--- src/rtl/kgp_pkg.sv ---
// Shared encodings for the KGP multi-cycle control sequencer.
// Holds opcodes, ALU ops, FSM states, PC source selects and trap causes.
package kgp_pkg;

  localparam int unsigned OPC_W = 6;

  localparam logic [OPC_W-1:0] OP_ADD   = 6'b000000;
  localparam logic [OPC_W-1:0] OP_COMP  = 6'b000001;
  localparam logic [OPC_W-1:0] OP_AND   = 6'b000010;
  localparam logic [OPC_W-1:0] OP_XOR   = 6'b000011;
  localparam logic [OPC_W-1:0] OP_ADDI  = 6'b000100;
  localparam logic [OPC_W-1:0] OP_COMPI = 6'b000101;
  localparam logic [OPC_W-1:0] OP_LW    = 6'b001000;
  localparam logic [OPC_W-1:0] OP_SW    = 6'b001001;
  localparam logic [OPC_W-1:0] OP_SHLL  = 6'b001100;
  localparam logic [OPC_W-1:0] OP_SHRL  = 6'b001101;
  localparam logic [OPC_W-1:0] OP_SHRA  = 6'b001110;
  localparam logic [OPC_W-1:0] OP_SHLLV = 6'b010000;
  localparam logic [OPC_W-1:0] OP_SHRLV = 6'b010001;
  localparam logic [OPC_W-1:0] OP_SHRAV = 6'b010010;
  localparam logic [OPC_W-1:0] OP_B     = 6'b010100;
  localparam logic [OPC_W-1:0] OP_BR    = 6'b010101;
  localparam logic [OPC_W-1:0] OP_BZ    = 6'b010110;
  localparam logic [OPC_W-1:0] OP_BNZ   = 6'b010111;
  localparam logic [OPC_W-1:0] OP_BCY   = 6'b011000;
  localparam logic [OPC_W-1:0] OP_BNCY  = 6'b011001;
  localparam logic [OPC_W-1:0] OP_BS    = 6'b011010;
  localparam logic [OPC_W-1:0] OP_BNS   = 6'b011011;
  localparam logic [OPC_W-1:0] OP_BV    = 6'b011100;
  localparam logic [OPC_W-1:0] OP_BNV   = 6'b011101;
  localparam logic [OPC_W-1:0] OP_CALL  = 6'b011110;
  localparam logic [OPC_W-1:0] OP_RET   = 6'b011111;

  localparam logic [2:0] ALU_ADD  = 3'b000;
  localparam logic [2:0] ALU_COMP = 3'b001;
  localparam logic [2:0] ALU_AND  = 3'b010;
  localparam logic [2:0] ALU_XOR  = 3'b011;
  localparam logic [2:0] ALU_SHL  = 3'b100;
  localparam logic [2:0] ALU_SHR  = 3'b101;
  localparam logic [2:0] ALU_SRA  = 3'b110;
  localparam logic [2:0] ALU_NONE = 3'b111;

  typedef enum logic [2:0] {
    ST_IDLE   = 3'd0,
    ST_FETCH  = 3'd1,
    ST_DECODE = 3'd2,
    ST_EXEC   = 3'd3,
    ST_MEM    = 3'd4,
    ST_WB     = 3'd5,
    ST_TRAP   = 3'd6
  } state_e;

  localparam logic [1:0] PC_SRC_INC = 2'd0;
  localparam logic [1:0] PC_SRC_IMM = 2'd1;
  localparam logic [1:0] PC_SRC_REG = 2'd2;
  localparam logic [1:0] PC_SRC_RS  = 2'd3;

  localparam logic [1:0] TRAP_NONE    = 2'b00;
  localparam logic [1:0] TRAP_ILLEGAL = 2'b01;
  localparam logic [1:0] TRAP_TIMEOUT = 2'b10;

  function automatic logic opcode_legal(input logic [OPC_W-1:0] op);
    logic legal;
    case (op)
      OP_ADD, OP_COMP, OP_AND, OP_XOR, OP_ADDI, OP_COMPI,
      OP_LW, OP_SW, OP_SHLL, OP_SHRL, OP_SHRA,
      OP_SHLLV, OP_SHRLV, OP_SHRAV,
      OP_B, OP_BR, OP_BZ, OP_BNZ, OP_BCY, OP_BNCY,
      OP_BS, OP_BNS, OP_BV, OP_BNV, OP_CALL, OP_RET: legal = 1'b1;
      default:                                       legal = 1'b0;
    endcase
    return legal;
  endfunction

  function automatic logic [2:0] alu_op_of(input logic [OPC_W-1:0] op);
    logic [2:0] aop;
    case (op)
      OP_ADD, OP_ADDI:    aop = ALU_ADD;
      OP_COMP, OP_COMPI:  aop = ALU_COMP;
      OP_AND:             aop = ALU_AND;
      OP_XOR:             aop = ALU_XOR;
      OP_SHLL, OP_SHLLV:  aop = ALU_SHL;
      OP_SHRL, OP_SHRLV:  aop = ALU_SHR;
      OP_SHRA, OP_SHRAV:  aop = ALU_SRA;
      default:            aop = ALU_NONE;
    endcase
    return aop;
  endfunction

endpackage

--- src/rtl/kgp_branch_resolve.sv ---
// Branch condition evaluation: latched opcode plus the architectural flags
// {V,S,C,Z} decide whether a PC-relative branch is taken.
module kgp_branch_resolve import kgp_pkg::*; (
  input  logic [OPC_W-1:0] op_q,
  input  logic [3:0]       flags_q,
  output logic             taken
);

  // Conditions read the registered flags, never the live ALU outputs
  always_comb begin
    taken = 1'b0;
    case (op_q)
      OP_B:    taken = 1'b1;
      OP_BZ:   taken = flags_q[0];
      OP_BNZ:  taken = ~flags_q[0];
      OP_BCY:  taken = flags_q[1];
      OP_BNCY: taken = ~flags_q[1];
      OP_BS:   taken = flags_q[2];
      OP_BNS:  taken = ~flags_q[2];
      OP_BV:   taken = flags_q[3];
      OP_BNV:  taken = ~flags_q[3];
      default: taken = 1'b0;
    endcase
  end

endmodule

--- src/rtl/kgp_multicycle_ctrl.sv ---
// Multi-cycle FETCH/DECODE/EXEC/MEM/WB control sequencer for the KGP datapath.
// Define KGP_MEM_TIMEOUT_EN to trap when mem_ready stays low for TIMEOUT_CYC cycles.
module kgp_multicycle_ctrl import kgp_pkg::*; #(
  parameter int unsigned OPCODE_W    = 6,
  parameter int unsigned ALU_OP_W    = 3,
  parameter int unsigned TIMEOUT_CYC = 16
) (
  input  logic                clk,
  input  logic                rst,
  input  logic [OPCODE_W-1:0] opcode,
  input  logic                mem_ready,
  input  logic                alu_zero,
  input  logic                alu_carry,
  input  logic                alu_sign,
  input  logic                alu_ovf,
  output logic                mem_req,
  output logic                mem_we,
  output logic                ir_write,
  output logic                pc_write,
  output logic [1:0]          pc_src,
  output logic                alu_src,
  output logic [ALU_OP_W-1:0] alu_op,
  output logic                reg_write,
  output logic                mem_to_reg,
  output logic                rs_push,
  output logic                rs_pop,
  output logic [3:0]          flags_q,
  output logic                trap,
  output logic [1:0]          trap_cause
);

  state_e              state_q, state_d;
  logic [OPCODE_W-1:0] op_q, op_d;
  logic [3:0]          flags_d;
  logic                trap_q, trap_d;
  logic [1:0]          cause_q, cause_d;
  logic                taken_s;
  logic                wait_expired_s;

  kgp_branch_resolve u_branch_resolve (
    .op_q    (op_q),
    .flags_q (flags_q),
    .taken   (taken_s)
  );

`ifdef KGP_MEM_TIMEOUT_EN
  localparam int unsigned CNT_W = $clog2(TIMEOUT_CYC + 1);
  logic [CNT_W-1:0] wait_cnt_q, wait_cnt_d;

  // Counts consecutive stalled cycles; any exit from FETCH/MEM leaves it at zero
  always_comb begin
    wait_cnt_d = {CNT_W{1'b0}};
    if (((state_q == ST_FETCH) || (state_q == ST_MEM)) && !mem_ready) begin
      wait_cnt_d = wait_cnt_q + CNT_W'(1);
    end else begin
      wait_cnt_d = {CNT_W{1'b0}};
    end
  end

  assign wait_expired_s = (wait_cnt_d == CNT_W'(TIMEOUT_CYC));

  always_ff @(posedge clk or posedge rst) begin
    if (rst) begin
      wait_cnt_q <= {CNT_W{1'b0}};
    end else begin
      wait_cnt_q <= wait_cnt_d;
    end
  end
`else
  logic timeout_cyc_unused_s;
  assign timeout_cyc_unused_s = (TIMEOUT_CYC != 32'd0);
  assign wait_expired_s       = 1'b0;
`endif

  // State, latched opcode, flags and sticky trap registers
  always_ff @(posedge clk or posedge rst) begin
    if (rst) begin
      state_q <= ST_IDLE;
      op_q    <= {OPCODE_W{1'b0}};
      flags_q <= 4'b0000;
      trap_q  <= 1'b0;
      cause_q <= TRAP_NONE;
    end else begin
      state_q <= state_d;
      op_q    <= op_d;
      flags_q <= flags_d;
      trap_q  <= trap_d;
      cause_q <= cause_d;
    end
  end

  assign trap       = trap_q;
  assign trap_cause = cause_q;

  // Next-state and control decode; outputs are combinational from state_q so
  // an asynchronous reset drops every strobe, including mem_req, at once.
  always_comb begin
    state_d    = state_q;
    op_d       = op_q;
    flags_d    = flags_q;
    trap_d     = trap_q;
    cause_d    = cause_q;
    mem_req    = 1'b0;
    mem_we     = 1'b0;
    ir_write   = 1'b0;
    pc_write   = 1'b0;
    pc_src     = PC_SRC_INC;
    alu_src    = 1'b0;
    alu_op     = ALU_NONE;
    reg_write  = 1'b0;
    mem_to_reg = 1'b0;
    rs_push    = 1'b0;
    rs_pop     = 1'b0;

    case (state_q)
      ST_IDLE: state_d = ST_FETCH;

      ST_FETCH: begin
        mem_req = 1'b1;
        if (mem_ready) begin
          ir_write = 1'b1;
          pc_write = 1'b1;
          pc_src   = PC_SRC_INC;
          state_d  = ST_DECODE;
        end else if (wait_expired_s) begin
          state_d = ST_TRAP;
          trap_d  = 1'b1;
          cause_d = TRAP_TIMEOUT;
        end else begin
          state_d = ST_FETCH;
        end
      end

      ST_DECODE: begin
        op_d = opcode;
        if (opcode_legal(opcode)) begin
          state_d = ST_EXEC;
        end else begin
          state_d = ST_TRAP;
          trap_d  = 1'b1;
          cause_d = TRAP_ILLEGAL;
        end
      end

      ST_EXEC: begin
        case (op_q)
          OP_ADD, OP_COMP, OP_AND, OP_XOR, OP_SHLLV, OP_SHRLV, OP_SHRAV: begin
            alu_src = 1'b0;
            alu_op  = alu_op_of(op_q);
            flags_d = {alu_ovf, alu_sign, alu_carry, alu_zero};
            state_d = ST_WB;
          end
          OP_ADDI, OP_COMPI, OP_SHLL, OP_SHRL, OP_SHRA: begin
            alu_src = 1'b1;
            alu_op  = alu_op_of(op_q);
            flags_d = {alu_ovf, alu_sign, alu_carry, alu_zero};
            state_d = ST_WB;
          end
          OP_LW, OP_SW: begin
            alu_src = 1'b1;
            alu_op  = ALU_ADD;
            state_d = ST_MEM;
          end
          OP_B, OP_BZ, OP_BNZ, OP_BCY, OP_BNCY, OP_BS, OP_BNS, OP_BV, OP_BNV: begin
            if (taken_s) begin
              pc_write = 1'b1;
              pc_src   = PC_SRC_IMM;
            end else begin
              pc_write = 1'b0;
            end
            state_d = ST_FETCH;
          end
          OP_BR: begin
            pc_write = 1'b1;
            pc_src   = PC_SRC_REG;
            alu_op   = ALU_ADD;
            state_d  = ST_FETCH;
          end
          OP_CALL: begin
            rs_push  = 1'b1;
            pc_write = 1'b1;
            pc_src   = PC_SRC_IMM;
            state_d  = ST_FETCH;
          end
          OP_RET: begin
            rs_pop   = 1'b1;
            pc_write = 1'b1;
            pc_src   = PC_SRC_RS;
            state_d  = ST_FETCH;
          end
          default: begin
            state_d = ST_TRAP;
            trap_d  = 1'b1;
            cause_d = TRAP_ILLEGAL;
          end
        endcase
      end

      ST_MEM: begin
        mem_req = 1'b1;
        mem_we  = (op_q == OP_SW);
        alu_src = 1'b1;
        alu_op  = ALU_ADD;
        if (mem_ready) begin
          state_d = (op_q == OP_SW) ? ST_FETCH : ST_WB;
        end else if (wait_expired_s) begin
          state_d = ST_TRAP;
          trap_d  = 1'b1;
          cause_d = TRAP_TIMEOUT;
        end else begin
          state_d = ST_MEM;
        end
      end

      ST_WB: begin
        reg_write  = 1'b1;
        mem_to_reg = (op_q == OP_LW);
        state_d    = ST_FETCH;
      end

      ST_TRAP: state_d = ST_TRAP;

      default: state_d = ST_IDLE;
    endcase
  end

endmodule

--- config.mk ---
export PLATFORM = sky130hd
export DESIGN_NAME = kgp_multicycle_ctrl
export DESIGN_NICKNAME = d
export VERILOG_FILES = /design/src/rtl/kgp_pkg.sv /design/src/rtl/kgp_branch_resolve.sv /design/src/rtl/kgp_multicycle_ctrl.sv
export SDC_FILE = /design/constraint.sdc
export NUM_CORES = 1
export LEC_CHECK = 0
export CAP_MARGIN = 25
export CORE_UTILIZATION = 38
export CTS_BUF_LIST = sky130_fd_sc_hd__clkbuf_4
export DETAILED_ROUTE_END_ITERATION = 12
export PLACE_DENSITY = 0.77
export SLEW_MARGIN = 40
export SYNTH_ARGS = -nofsm -noshare
export SYNTH_HDL_FRONTEND = slang
export SYNTH_SLANG_ARGS = --single-unit
--- constraint.sdc ---
create_clock -name clk -period 4.44 [get_ports clk]
set_input_delay 0.888 -clock clk [delete_from_list [all_inputs] [get_ports clk]]
set_output_delay 0.888 -clock clk [all_outputs]
set_load 0.05 [all_outputs]
==> run_results.csv, run 1 <==
group,metric,value,unit
global_route,use_met2,29.1,%
logic_synthesis,synth_edf_count,0,
placed_design,pre_cts_slack,0.868,ns
cells_and_area,seq_area,350,um2
routing,vias_per_cell,5.73,
timing,finalWorstSetupSlack,0.873,ns
global_route,grt_pass1_wl,4500,um
timing,setup_violations,0,
logic_synthesis,synth_ff_type,"dfrtp_1",
logic_synthesis,synth_top_area_share,31.3,%
power,power_density,750,nW/um2
cells_and_area,layout_commonest_cell,"clkdlybuf4s50_1",
logic_synthesis,synth_area_leaders,"dfrtp_1 31%, o21ai_0 5.8%, nor2_1 5.7%, mux2_1 4.0%, nand2_1 4.0%",
logic_synthesis,synth_cell_types,47,
cells_and_area,nFillCells,268,
global_route,top_usage_layer,"met2",
worst_setup_path,path_max_fanout,3,
clock_tree,clk_path_buf_depth,2,
timing,worst_pin_slew,0.567,ns
clock_tree,cts_max_level,1,
power,combPwrFrac,63.4,%
timing,fin_crit,3.57,ns
worst_setup_path,critPathCaptureType,"output pin",
cells_and_area,multi_input_area,683,um2
cells_and_area,final_cell_mix,"32 x clkdlybuf4s50_1, 17 x nor2_1, 14 x dfrtp_1, 13 x o21ai_0, 12 x nand2_1",
routing,wl,2670,um
timing,finalHoldViolations,0,
global_route,antenna_found_initial,0,
global_route,grt_max_degree,16,
worst_setup_path,r2r_setup_slack,2.65,ns
die,die-area,3170,um2
job,max_cap_viol_count,0,
logic_synthesis,synth_area,1120,um2
global_route,globalRouteMet3Util,2.07,%
power,p_switching,595,uW
global_route,met1_usage,24.1,%
timing,period_share,80.3,%
routing,route.detailed.drc,0,
timing,finalClockSkew,0.000549,ns
placed_design,hpwl,2010,um
logic_synthesis,synthArstFlopShare,100,%
logic_synthesis,syn_inst,134,
placed_design,io_buffers,32,
cells_and_area,area_growth,28.4,%
hold_path,hp-class,"reg -> reg",
cells_and_area,nNetsFinal,175,
timing,whs,0.517,ns
clock_tree,cts_tree,"yes",
timing,rsz0062_at_grt,"no",
power,seqPwrFrac,30.2,%
routing,vias,1094,
clock_tree,cts_root_buf,"clkbuf_4",
logic_synthesis,synth_nets,147,
worst_setup_path,arrival,2.68,ns
global_route,gr-usage-all-layers,17.6,%
routing,first_pass_iters,4,
cells_and_area,antenna_cells,0,
clock_tree,numCtsBuffers,3,
power,peakVddDrop,0.000451,V
clock_tree,clk_pin_slew_worst_paths,0.07,ns
worst_setup_path,required,3.55,ns
worst_setup_path,crit_path_start_kind,"primary input",
power,p_int,483,uW
logic_synthesis,ys_warn_count,0,
global_route,grt_pass1_vias,1004,
die,row_count,19,
power,p_clk_share,6.4,%
die,io_pins,34,
logic_synthesis,synth_area_leader_cell,"dfrtp_1",
cells_and_area,drive_gt1_share,8.13,%
clock_tree,post_cts_resized,0,
routing,wl_per_cell,14.0,um
clock_tree,cts_setup_buffers,0,
clock_tree,clk_latency,0.27,ns
die,start_util,40.3,%
placed_design,place_area,1420,um2
timing,relSlewSlack,62.0,%
power,leakagePower,0.562,nW
status,status,"complete, no violations",
logic_synthesis,yosysSeqAreaShare,31.3,%
die,die_h,56.3,um
logic_synthesis,synth_seq_cells,14,
timing,tns,0,ns
die,core-area,2780,um2
cells_and_area,stdcell_count,191,
logic_synthesis,avgSynthCellArea,8.36,um2
clock_tree,clock_sinks,14,
routing,first_iter_violations,23,
cells_and_area,postLayoutCellArea,1440,um2
clock_tree,cts_hold_buf,0,
placed_design,routabilityCongestion,0.906,
timing,drv_slew,0,
global_route,overflow,0,
power,switching_share,55.2,%
timing,max_freq,0.280,GHz
placed_design,place_inst,188,
worst_setup_path,worstSetupPathType,"in -> out",
die,die_x,56.3,um
routing,antenna_left,0,
==> cell type report <==
class                   instances  share of cell area (%)
inverters                       6                    1.57
multi-input cells             105                    47.5
well taps                      31                    2.70
repair buffers                 32                    22.3
flip-flops and latches         14                    24.4
clock buffers                   3                    1.57
==> power by group through the flow <==
| stage | sequential [mW] | clock (mW) | combinational (mW) |
|---|---|---|---|
| 3_5_place_dp | 0.325 | 0 | 0.680 |
| 4_1_cts | 0.323 | 0.0718 | 0.683 |
| 6_report | 0.326 | 0.0691 | 0.683 |
| 2_1_floorplan | 0.304 | 0 | 0.527 |
| 5_1_grt | 0.343 | 0.0789 | 0.734 |
| 3_3_place_gp | 0.320 | 0 | 0.675 |
==> critical path: stages <==
cell and delay (ns):
clkdlybuf4s50_1 0.50, nand2b_1 0.10, nor2_1 0.17, nor2_1 0.07
a21oi_1 0.14, clkdlybuf4s50_1 0.81
==> per-layer routing <==
layer	up-vias	wire length [um]	share of wire, %
met5	-	0	0
met4	0	28	1.1
met3	4	124	4.7
met2	34	1290	48
met1	520	1220	46
li1	536	-	-
==> logic make-up (layout without fill, tap and decap cells) <==
logic type                after synthesis  in the layout  synth area share, %
buffers and inverters                  15             41                 7.71
muxes                                   7              7                 7.04
and+or+nand+nor                        59             59                 30.3
AOI/OAI and AO/OA                      36             36                 21.8
other                                   1              1                0.335
DFF                                    14             14                 31.3
xor gates and xnor gates                2              2                 1.56
==> path summary, 6_finish.rpt <==
kind | from | to | depth (start not counted)
worst max-delay path | mem_ready | pc_write | 6
worst min-delay path | trap_cause[0] | trap_cause[0] | 1
worst max register to register | op_q[0] | trap_cause[0] | 5
worst min register to register | trap_cause[0] | trap_cause[0] | 1
max in group asynchronous | rst | flags_q[1] | 2
min in group asynchronous | rst | state_q[1] | 2
==> Yosys cell counts (all sizes together), types with 2 or more instances <==
library cell and count:
a31oi 2, nand3 2, dfrtp 14, and2b 2, inv 6, o31ai 2
and3 2, nor2 17, nand4b 2, nand2b 6, and3b 2, buf 8
nor2b 2, nand2 13, a2111oi 3, a21oi 4, o21ai 15, xor2 2
mux2 7, nor3b 2, nor4 3
==> sequential cells by signal (all words and copies together), names as in the netlist <==
| name | flops |
|---|---|
| flags_q | 4 |
| op_q | 6 |
| trap_cause | 1 |
| state_q | 3 |
==> per-stage QoR <==
stage / utilization (%) / power [mW]
3_5_place_dp: 50.9 / 1.01
2_1_floorplan: - / 0.831
4_1_cts: 51.7 / 1.08
5_1_grt: 51.7 / 1.16
6_report: 51.7 / 1.08
3_3_place_gp: 50.9 / 0.995
No activity file was read; power rests on OpenSTA's default activity.
==> run 2: changes to the inputs <==
==> constraint.sdc (replaced) <==
create_clock -name clk -period 3.55 [get_ports clk]
set_input_delay 0.71 -clock clk [delete_from_list [all_inputs] [get_ports clk]]
set_output_delay 0.71 -clock clk [all_outputs]
set_load 0.05 [all_outputs]
==> run 2 against run 1 <==
Sequential cell count stayed put. Worst setup slack worse by 0.65 ns. Highest routed layer unchanged. First-iteration DRC count is 87% higher. Largest power group unchanged. Clock skew is 0.0014 ns higher.
==> run_results.csv, run 2 (synthesis results as in run 1) <==
group,metric,value,unit
worst_setup_path,arrival,2.62,ns
cells_and_area,largest_reg_flops,6,
clock_tree,cts_max_level,1,
cells_and_area,antenna_cells,0,
placed_design,hpwl,2110,um
power,power_density,937,nW/um2
clock_tree,cts_tree,"yes",
clock_tree,clk_pin_slew_worst_paths,0.08,ns
worst_setup_path,worstSetupPathType,"reg -> out",
clock_tree,clk_path_buf_depth,2,
clock_tree,cts_hold_buf,0,
hold_path,min_path_cells,1,
timing,setup_violations,0,
hold_path,min_to,"trap_cause[0]",
clock_tree,cts_root_buf,"clkbuf_4",
timing,finalClockSkew,0.00191,ns
cells_and_area,multi_input_area,683,um2
die,die_x,56.3,um
routing,first_iter_violations,43,
global_route,met1_usage,25.4,%
global_route,antenna_found_initial,0,
die,start_util,40.3,%
cells_and_area,nNetsFinal,175,
routing,wl_per_cell,14.4,um
global_route,top_usage_layer,"met2",
cells_and_area,nFillCells,277,
worst_setup_path,cp_cell_sequence,"and3b_1, nor2_1, nand4b_4, o21ai_0, clkdlybuf4s50_1",
die,die-area,3170,um2
global_route,grt_max_degree,16,
routing,antenna_left,0,
timing,drv_slew,0,
cells_and_area,postLayoutCellArea,1440,um2
worst_setup_path,critPathCaptureType,"output pin",
global_route,gr-usage-all-layers,17.8,%
worst_setup_path,r2r_setup_slack,1.73,ns
die,io_pins,34,
power,leakagePower,0.564,nW
worst_setup_path,crit_path_start_kind,"register",
timing,max_freq,0.301,GHz
worst_setup_path,path_max_fanout,14,
clock_tree,cts_setup_buffers,0,
timing,tns,0,ns
timing,period_share,93.7,%
routing,wl,2760,um
hold_path,min_from,"trap_cause[0]",
worst_setup_path,r2r_cells,5,
cells_and_area,reg_top3,"op_q: 6 flops, flags_q: 4 flops, state_q: 3 flops",
cells_and_area,top_register,"op_q",
timing,relSlewSlack,62.3,%
cells_and_area,layout_commonest_cell,"clkdlybuf4s50_1",
global_route,grt_pass1_vias,945,
cells_and_area,final_cell_mix,"31 x clkdlybuf4s50_1, 17 x nor2_1, 14 x dfrtp_1, 13 x o21ai_0, 12 x nand2_1",
worst_setup_path,worstReg2RegEnd,"trap_cause[0]",
worst_setup_path,r2r_start,"op_q[2]",
routing,route.detailed.drc,0,
worst_setup_path,required,2.84,ns
global_route,grt_pass1_wl,4480,um
global_route,use_met2,28.2,%
cells_and_area,drive_gt1_share,8.75,%
global_route,globalRouteMet3Util,2.30,%
timing,finalWorstSetupSlack,0.224,ns
clock_tree,numCtsBuffers,3,
placed_design,place_area,1410,um2
hold_path,hp-class,"reg -> reg",
power,peakVddDrop,0.000562,V
clock_tree,clock_sinks,14,
placed_design,io_buffers,32,
routing,first_pass_iters,4,
die,core-area,2780,um2
cells_and_area,area_growth,28.2,%
job,max_cap_viol_count,0,
timing,finalHoldViolations,0,
routing,vias_per_cell,5.79,
die,row_count,19,
worst_setup_path,critPathMaxStageDelay,0.82,ns
routing,vias,1105,
clock_tree,clk_latency,0.27,ns
timing,rsz0062_at_grt,"no",
global_route,overflow,0,
cells_and_area,seq_area,350,um2
placed_design,routabilityCongestion,0.828,
clock_tree,post_cts_resized,0,
die,die_h,56.3,um
placed_design,pre_cts_slack,0.539,ns
timing,worst_pin_slew,0.563,ns
worst_setup_path,crit_slowest_cell,"clkdlybuf4s50_1",
status,status,"complete, no violations",
timing,fin_crit,3.33,ns
==> run 2: cell count changes in the layout (fill, tap and decap cells not counted) <==
cell             delta
clkdlybuf4s50_1     -1
buf_4               +1
==> run 2: routing by layer <==
layer / vias to the layer above / wire length (um)
li1: 535 / -
met1: 532 / 1240
met2: 36 / 1360
met3: 2 / 141
met4: 0 / 14
met5: - / 0
==> run 2: worst max-delay path by stage <==
stage | start | endpoint | slack, ns | cells after the start
floorplan | mem_ready | pc_write | 0.41 | 4
global placement | mem_ready | ir_write | 0.55 | 4
detailed placement | mem_ready | ir_write | 0.54 | 4
CTS | op_q[3] | alu_op[2] | 0.25 | 5
global route | op_q[3] | alu_op[2] | 0.04 | 5
finish | op_q[3] | alu_op[2] | 0.22 | 5
==> run 2: area by class of cell <==
type	instances	share of cell area (%)
sequential	14	24.4
tap	31	2.70
inverter	6	1.57
timing repair buffer	32	22.1
multi-input combinational	105	47.6
clock buffer	3	1.57
==> run 2: critical path: cells and delay by family, from the launching register on <==
family | cells | cell delay, ns
flops | 1 | 0.64
compound gates | 1 | 0.21
simple gates | 3 | 0.68
buf+inv | 1 | 0.82
==> run 2: report_power, final <==
part           switching, mW  leakage (nW)  internal, mW
logic                  0.520         0.386         0.331
clock network         0.0447        0.0138        0.0392
registers              0.177         0.164         0.233
total                  0.741         0.564         0.603
==> run 2: per-stage QoR <==
step | hold WS [ns] | instances | power [mW] | util (%)
after global routing | 0.555 | 191 | 1.43 | 51.6
after global placement | 0.480 | 188 | 1.24 | 50.8
final | 0.510 | 191 | 1.34 | 51.6
after floorplan | 0.575 | 134 | 1.04 | -
after CTS | 0.519 | 191 | 1.34 | 51.6
after detailed placement | 0.484 | 188 | 1.26 | 50.8
